## src/rtl/uart_pkg.sv

```systemverilog
// Shared UART constants: default receive FIFO depth, the character-length
// encoding used by the receiver configuration, and the matching data mask.
package uart_pkg;

    localparam int DEFAULT_DEPTH = 8;

    localparam logic [3:0] LEN_5 = 4'd5;
    localparam logic [3:0] LEN_6 = 4'd6;
    localparam logic [3:0] LEN_7 = 4'd7;
    localparam logic [3:0] LEN_8 = 4'd8;

    // Bits above the configured length are cleared; unknown lengths pass through.
    function automatic logic [7:0] mask_char(input logic [3:0] len, input logic [7:0] data);
        case (len)
            LEN_5:   return {3'b000, data[4:0]};
            LEN_6:   return {2'b00, data[5:0]};
            LEN_7:   return {1'b0, data[6:0]};
            default: return data;
        endcase
    endfunction

endpackage

```

## src/rtl/uart_edge_detect.sv

```systemverilog
// Rising-edge detector: one-cycle pulse when the level input goes high.
// RESET_VAL sets the assumed previous level coming out of reset.
module uart_edge_detect #(
    parameter logic RESET_VAL = 1'b1
) (
    input  logic clk,
    input  logic rst_n,
    input  logic level,
    output logic pulse
);

    logic level_q;

    always_ff @(posedge clk or negedge rst_n) begin
        if (!rst_n) level_q <= RESET_VAL;
        else        level_q <= level;
    end

    assign pulse = level & ~level_q;

endmodule

```

## src/rtl/uart_rx_fifo.sv

```systemverilog
// Receive FIFO behind a UART receiver: captures one masked character per
// rx_done rising edge, first-word fall-through read, sticky overflow flag.
module uart_rx_fifo
    import uart_pkg::*;
#(
    parameter int DEPTH = DEFAULT_DEPTH
) (
    input  logic                       clk,
    input  logic                       rst_n,
    input  logic [3:0]                 data_len,
    input  logic [7:0]                 rx_data,
    input  logic                       rx_done,
    input  logic                       rd_en,
    input  logic                       clr_err,
    output logic [7:0]                 rd_data,
    output logic                       empty,
    output logic                       full,
    output logic [$clog2(DEPTH):0]     count,
    output logic                       overflow
);

    localparam int AW = $clog2(DEPTH);
    localparam int CW = AW + 1;

    logic [7:0]    mem [DEPTH];
    logic [AW-1:0] wr_ptr;
    logic [AW-1:0] rd_ptr;
    logic          push;
    logic          wr_en;
    logic          pop;
    logic          drop;
    logic [CW-1:0] count_next;

    // Reset value 1: a level already high at reset release is not a new character.
    uart_edge_detect #(.RESET_VAL(1'b1)) u_edge (
        .clk   (clk),
        .rst_n (rst_n),
        .level (rx_done),
        .pulse (push)
    );

    // A pop on the same cycle frees the slot, so a full FIFO can still accept.
    assign pop   = rd_en & ~empty;
    assign wr_en = push & (~full | rd_en);
    assign drop  = push & full & ~rd_en;

    always_comb begin
        count_next = count;
        case ({wr_en, pop})
            2'b10:   count_next = count + 1'b1;
            2'b01:   count_next = count - 1'b1;
            default: count_next = count;
        endcase
    end

    always_ff @(posedge clk) begin
        if (wr_en) mem[wr_ptr] <= mask_char(data_len, rx_data);
    end

    always_ff @(posedge clk or negedge rst_n) begin
        if (!rst_n) begin
            wr_ptr   <= '0;
            rd_ptr   <= '0;
            count    <= '0;
            empty    <= 1'b1;
            full     <= 1'b0;
            overflow <= 1'b0;
        end else begin
            if (wr_en) wr_ptr <= wr_ptr + 1'b1;
            if (pop)   rd_ptr <= rd_ptr + 1'b1;
            count <= count_next;
            empty <= (count_next == '0);
            full  <= (count_next == CW'(DEPTH));
            // A new drop wins over a clear in the same cycle.
            if (drop)         overflow <= 1'b1;
            else if (clr_err) overflow <= 1'b0;
        end
    end

    assign rd_data = empty ? 8'h00 : mem[rd_ptr];

endmodule

```

## config.mk

```make
export PLATFORM = sky130hd
export DESIGN_NAME = uart_rx_fifo
export DESIGN_NICKNAME = d
export VERILOG_FILES = /design/src/rtl/uart_pkg.sv /design/src/rtl/uart_edge_detect.sv /design/src/rtl/uart_rx_fifo.sv
export SDC_FILE = /design/constraint.sdc
export NUM_CORES = 1
export LEC_CHECK = 0
export CORE_UTILIZATION = 45
export CTS_CLUSTER_DIAMETER = 200
export CTS_CLUSTER_SIZE = 14
export DETAILED_ROUTE_END_ITERATION = 8
export DONT_BUFFER_PORTS = 1
export GPL_TIMING_DRIVEN = 0
export MAX_ROUTING_LAYER = met4
export SLEW_MARGIN = 10
export SYNTH_ARGS = -nofsm -noshare
export SYNTH_HDL_FRONTEND = slang
export SYNTH_HIERARCHICAL = 1
export SYNTH_SLANG_ARGS = --single-unit
```

## constraint.sdc

```tcl
create_clock -name clk -period 6.8 [get_ports clk]
set_input_delay 0.34 -clock clk [delete_from_list [all_inputs] [get_ports clk]]
set_output_delay 0.34 -clock clk [all_outputs]
set_load 0.005 [all_outputs]
```

* Word level (Yosys, flattened, before mapping) *
Memory sizes are Yosys's and may differ from the RTL's.
Index checks and enable logic that the tools add are counted.
Widths: inputs -> output; s select.

word-level totals
  memories kept = 1
  word-level logic and storage cells = 38
  ROM bits = 0
  input bits = 17
  output and inout port bits = 15
  register bits after elaboration = 14
  bits in writable memories = 64
  latch bits = 0

operators by class
  divide/modulo/power cells = 0
  add/sub/neg operators = 4
  multiply operators = 0
  magnitude comparators = 0
  bitwise operators = 10
  equal/unequal tests = 6
  mux-type cells = 8
  reductions and logical operators = 2
  shifts and indexed selects = 0

memories
  name  depth  bits a word  read ports  clocked after memory_dff  wr ports  line                source
  mem   8      8            1           0                         1         uart_rx_fifo.sv:25  logic [7:0] mem [DEPTH];

operators by type and width
  cell                 count
  $pmux 8 s3           1
  $mux 8               2
  $eq 4x3->1 const B   3
  $pmux 4 s2           1
  $add 3x1->3 const B  2
  $and 1x1->1          5
  $add 4x1->4 const B  1
  $eq 4x4->1 const B   1
  $logic_not 4->1      1
  $mux 1               4
  $not 1->1            4
  $sub 4x1->4 const B  1
  $eq 2x1->1 const B   1
  $eq 2x2->1 const B   1
  $reduce_bool 2->1    1
  $or 1x1->1           1

* Depth between registers and ports, before layout *
  depth in word-level cells = 6
  mapped depth = 10
  mapped depth without buffers = 9

* Hierarchy *
The synthesis kept the hierarchy.

by module, submodules not included
  module            seq. area each (µm²)  area each (µm²)  instances  cells an instance
  uart_rx_fifo      2248.4                3208.1           1          180
  uart_edge_detect  26.3                  40.0             1          2

* Worst setup path after synthesis *
OpenSTA, ideal clock, no wires.

  path type = reg-to-reg
  start = register u_edge.level_q
  end = register empty
  path buffers = 0
  data arrival time = 2.121 ns
  setup slack = 4.612 ns
  data required time = 6.733 ns
  setup time = 0.067 ns
  period minus slack after synthesis = 2.188 ns
  stages on the path, launching flop included = 10
  cells stage by stage = dfstp_2 > nor2b_4 > or3b_4 > xnor2_1 > ha_1 > a21oi_1 > xnor2_4 > a21oi_1 > o22a_1 > nor2_1

between the ends
  longest elaborated chain between the ends = 6
  elaborated cells between the ends (all ways) = 7
  classes of those cells = 2 x eq/ne; 1 x mux; 3 x bitwise; 1 x reduce/logical

RTL lines
  item                                             line                    source
  start, declared                                  uart_edge_detect.sv:12  logic level_q;
  start signal, assigned                           uart_edge_detect.sv:16  else level_q <= level;
  $not 1->1 *                                      uart_edge_detect.sv:19  assign pulse = level & ~level_q;
  $and 1x1->1 *                                    uart_edge_detect.sv:19
  named net push                                   uart_rx_fifo.sv:28      logic push;
  $and 1x1->1 *                                    uart_rx_fifo.sv:44      assign wr_en = push & (~full | rd_en);
  $eq 2x1->1 / $eq 2x2->1 (equally long branches)  uart_rx_fifo.sv:49      case ({wr_en, pop})
  $pmux 4 s2 *                                     uart_rx_fifo.sv:49
  $logic_not 4->1 *                                uart_rx_fifo.sv:72      empty <= (count_next == '0);
  end signal, assigned                             uart_rx_fifo.sv:72
  end, declared                                    uart_rx_fifo.sv:16      output logic empty,

The timed path passes the listed nets; every way through them passes the cells marked *.
A chain may end at the register's enable or synchronous reset.

* Worst setup path after layout *
  start = register rd_ptr[1]
  end = output port rd_data[2]

between the ends
  longest elaborated chain between the ends = 2

RTL lines
  item                    line                source
  start, declared         uart_rx_fifo.sv:27  logic [AW-1:0] rd_ptr;
  start signal, assigned  uart_rx_fifo.sv:70  if (pop) rd_ptr <= rd_ptr + 1'b1;
  $mem_v2 8x8             --
  $mux 8                  uart_rx_fifo.sv:80  assign rd_data = empty ? 8'h00 : mem[rd_ptr];
  end, declared           uart_rx_fifo.sv:15  output logic [7:0] rd_data,

No other way between the ends.

==> results.md <==
- Die width: 86.96 um
- CP max FO: 10
- Maximum clock rate: 0.3989 GHz
- DR WL/cell: 19.37 um
- Slew HR: 0.3574
- Mapped Cells: 182
- FF+latch count, synth: 78
- Sequential area share after synthesis: 0.7003
- Net Sw Power: 0.0004450 W
- RSZ-0062 raised after global routing: no
- Post-layout minimum cycle time: 2.507 ns
- Lkg Pwr: 1.236 nW
- Drt first pass iters: 4
- Cts bufs inserted: 9
- First-pass GRT wire length: 9025 um
- Die H: 86.96 um
- Combinational share of power: 0.318
- Max-Cap Viols: 0
- Share of layout cells above drive strength 1: 0.2475
- Final WS setup: 4.293 ns
- Layout area overhead: 10.90%
- Effective utilization at floorplan: 0.4729
- Worst-Skew Late Latency: 0.34 ns
- Crit-path max cell delay: 0.56 ns
- Cell area power density: 393.8 mW/mm^2
- Routed Antenna Nets: 0
- Via density: 5.322
- Final Hold Fails: 0
- Half-perimeter wire length after placement: 3775 um
- PnR Total Power: 0.001419 W
- Worst VDD drop: 0.1646 mV
- Chain of cells forming the critical path: clkbuf_2 > buf_1 > mux4_2 > mux2i_1 > nor2_1
- Clk_skew: 0.007502 ns
- Flop2flop setup slack: 4.48 ns
- CP Class: register to output port
- Final period util: 0.3687
- Row cnt: 30
- Num Clock Sinks: 78
- Cell variety after synth: 38
- DR iter-0 viols: 86
- Worst setup EP type: output port
- Synthesized area: 0.003248 mm^2
- Ant. Diodes: 0
- Clock share of power: 0.232
- Clk root buf: clkbuf_8
- TritonCTS clock tree: built
- Grt total ovfl: 0
- Vias: 1,586
- I/O Buffers: 0
- Max clock buf depth: 2
- Die area: 0.007562 mm^2
- Worst Max-Slew Pin Slew: 0.9603 ns
- Vias in the first global route: 1,657
- Ys Warns: 6
- Syn_nets: 203
- # IOs: 32
- Switching share of power: 0.3137
- Final core occ: 0.5244
- Slew Viols, Final: 0
- Worst-path clk slew: 0.08 ns
- WP data required: 6.46 ns
- Internal: 0.0009737 W
- CTS H-tree lvls: 3
- Type of origin of the critical path: register
- Sequential power share: 0.450
- Nets: 218
- Gr usage total: 0.1810
- Dpl ws: 4.493 ns
- # DRC: 0
- Initial antenna violation count: 0
- Worst Hold Class: input pin to register
- Core box area: 0.006869 mm^2
- Mean Syn Cell Area: 17.85 um^2
- Slowest CP cell: buf_1
- Outcome: finished, final reports clean
- Setup TNS: 0 ns
- Final setup violation count: 0
- Largest net degree at the start of global routing: 15
- DRT Wirelength: 5773 um
- GP Congestion: 0.7388
- Worst endpoint data arrival time: 2.17 ns
layout by cell type (no fill, tap or decap), types with 2 or more instances in the layout:
| cell | count |
|---|---|
| a21oi_1 | 2 |
| buf_2 | 2 |
| buf_4 | 3 |
| clkbuf_8 | 9 |
| clkinv_1 | 2 |
| clkinv_2 | 2 |
| clkinv_4 | 2 |
| dfrtp_1 | 12 |
| dfstp_2 | 2 |
| dlygate4sd3_1 | 2 |
| edfxtp_1 | 64 |
| ha_1 | 4 |
| inv_1 | 5 |
| mux2_2 | 3 |
| mux2i_1 | 8 |
| mux4_2 | 16 |
| nand2_1 | 7 |
| nand2b_1 | 3 |
| nand3_1 | 2 |
| nor2_1 | 18 |
| nor2b_1 | 2 |
| nor3_2 | 2 |
| nor3b_1 | 3 |
| xnor2_1 | 5 |
| xor2_1 | 3 |
synthesized netlist by cell type (all sizes together):
library cell  count  area (um^2)
a21boi            1        7.510
a21oi             2        10.01
a221oi            1        15.01
a31oi             1        6.260
a41oi             1        8.760
and2              1        6.260
and4b             1        10.01
buf               5        32.53
clkbuf            2        8.750
dfrtp            12        300.3
dfstp             2        52.55
edfxtp           64         1922
ha                4        50.05
inv               5        18.77
mux2              3        33.78
mux2i             8        80.08
mux4             16        360.4
nand2             7        26.28
nand2b            3        18.77
nand3             2        10.01
nor2             18        67.56
nor2b             3        26.27
nor3              2        10.01
nor3b             3        22.52
o21ai             2        13.76
o22a              1        8.760
o22ai             1        6.260
or2               1        6.260
or3b              1        11.26
xnor2             6        71.32
xor2              3        26.28
power groups by stage:
stage	sequential (W)	clock, W	combinational (W)
finish	0.000639	0.000329	0.000451
global route	0.000646	0.000358	0.000502
CTS	0.000640	0.000337	0.000463
detailed placement	0.000650	0	0.000459
global placement	0.000642	0	0.000444
floorplan	0.000634	0	0.000369
layout make-up:
class / instances / area [um^2]
Clock buffer: 9 / 123.9
Inverter: 5 / 18.77
Fill cell: 540 / 3267
Clock inverter: 7 / 65.06
Buffer: 7 / 41.29
Tap cell: 96 / 120.1
Multi-Input combinational cell: 92 / 923.4
Sequential cell: 78 / 2275
Timing Repair Buffer: 4 / 35.03
per-layer routing:
layer / global-route usage / wire (um) / vias to the layer above
met5: - / 0 / -
met4: 0.1000 / 138 / 0
met3: 0.03981 / 270 / 13
met2: 0.2727 / 2794 / 40
met1: 0.2293 / 2570 / 802
li1: - / - / 731
sequential cells by signal, summed over array words and instances (netlist names):
name,count
mem,64
count,4
rd_ptr,3
wr_ptr,3
empty,1
full,1
overflow,1
u_edge/level_q,1
cells by family (layout without fill, tap and decap cells):
kind of cell	after synthesis	after routing	synth area share
AO/OA/AOI/OAI	10	10	0.02350
XOR/XNOR	9	9	0.03005
adder cells (fa/ha/maj)	4	4	0.01541
buffers and inverters	12	32	0.01849
flip-flops	78	78	0.7003
multiplexers	27	27	0.1460
AND/OR/NAND/NOR	42	42	0.06626
what timing repair did:
action	in CTS	in global routing
buffers inserted	0	0
endpoints found under the setup margin	0	0
hold buffers	2	0
hold endpoints to repair	15	0
resized for setup	0	0
path summary, 6_finish.rpt:
path / start / to / cells past startpoint
setup / recovery: rd_ptr[1] / rd_data[2] / 5
hold reg to reg: wr_ptr[0] / wr_ptr[0] / 2
hold / removal: rx_data[3] / mem[5][3] / 0
setup reg to reg: u_edge/level_q / empty / 9
max in group asynchronous: rst_n / overflow / 1
min in group asynchronous: rst_n / full / 1
stage by stage:
stage	cells	hold WS, ns	instance area (um^2)
after floorplan	182	0.04441	3248
after global placement	278	0.04470	3368
after detailed placement	280	0.04467	3393
after CTS	298	0.06878	3602
after global routing	298	0.06184	3602
final	298	0.08387	3602
critical path: cells and delay by family, from the launching register on:
kind | cells | cell delay [ns]
buffers and inverters | 2 | 0.83
muxes | 2 | 0.56
DFF | 1 | 0.35
and+or+nand+nor | 1 | 0.09
Power figures use the tool's default switching activity.
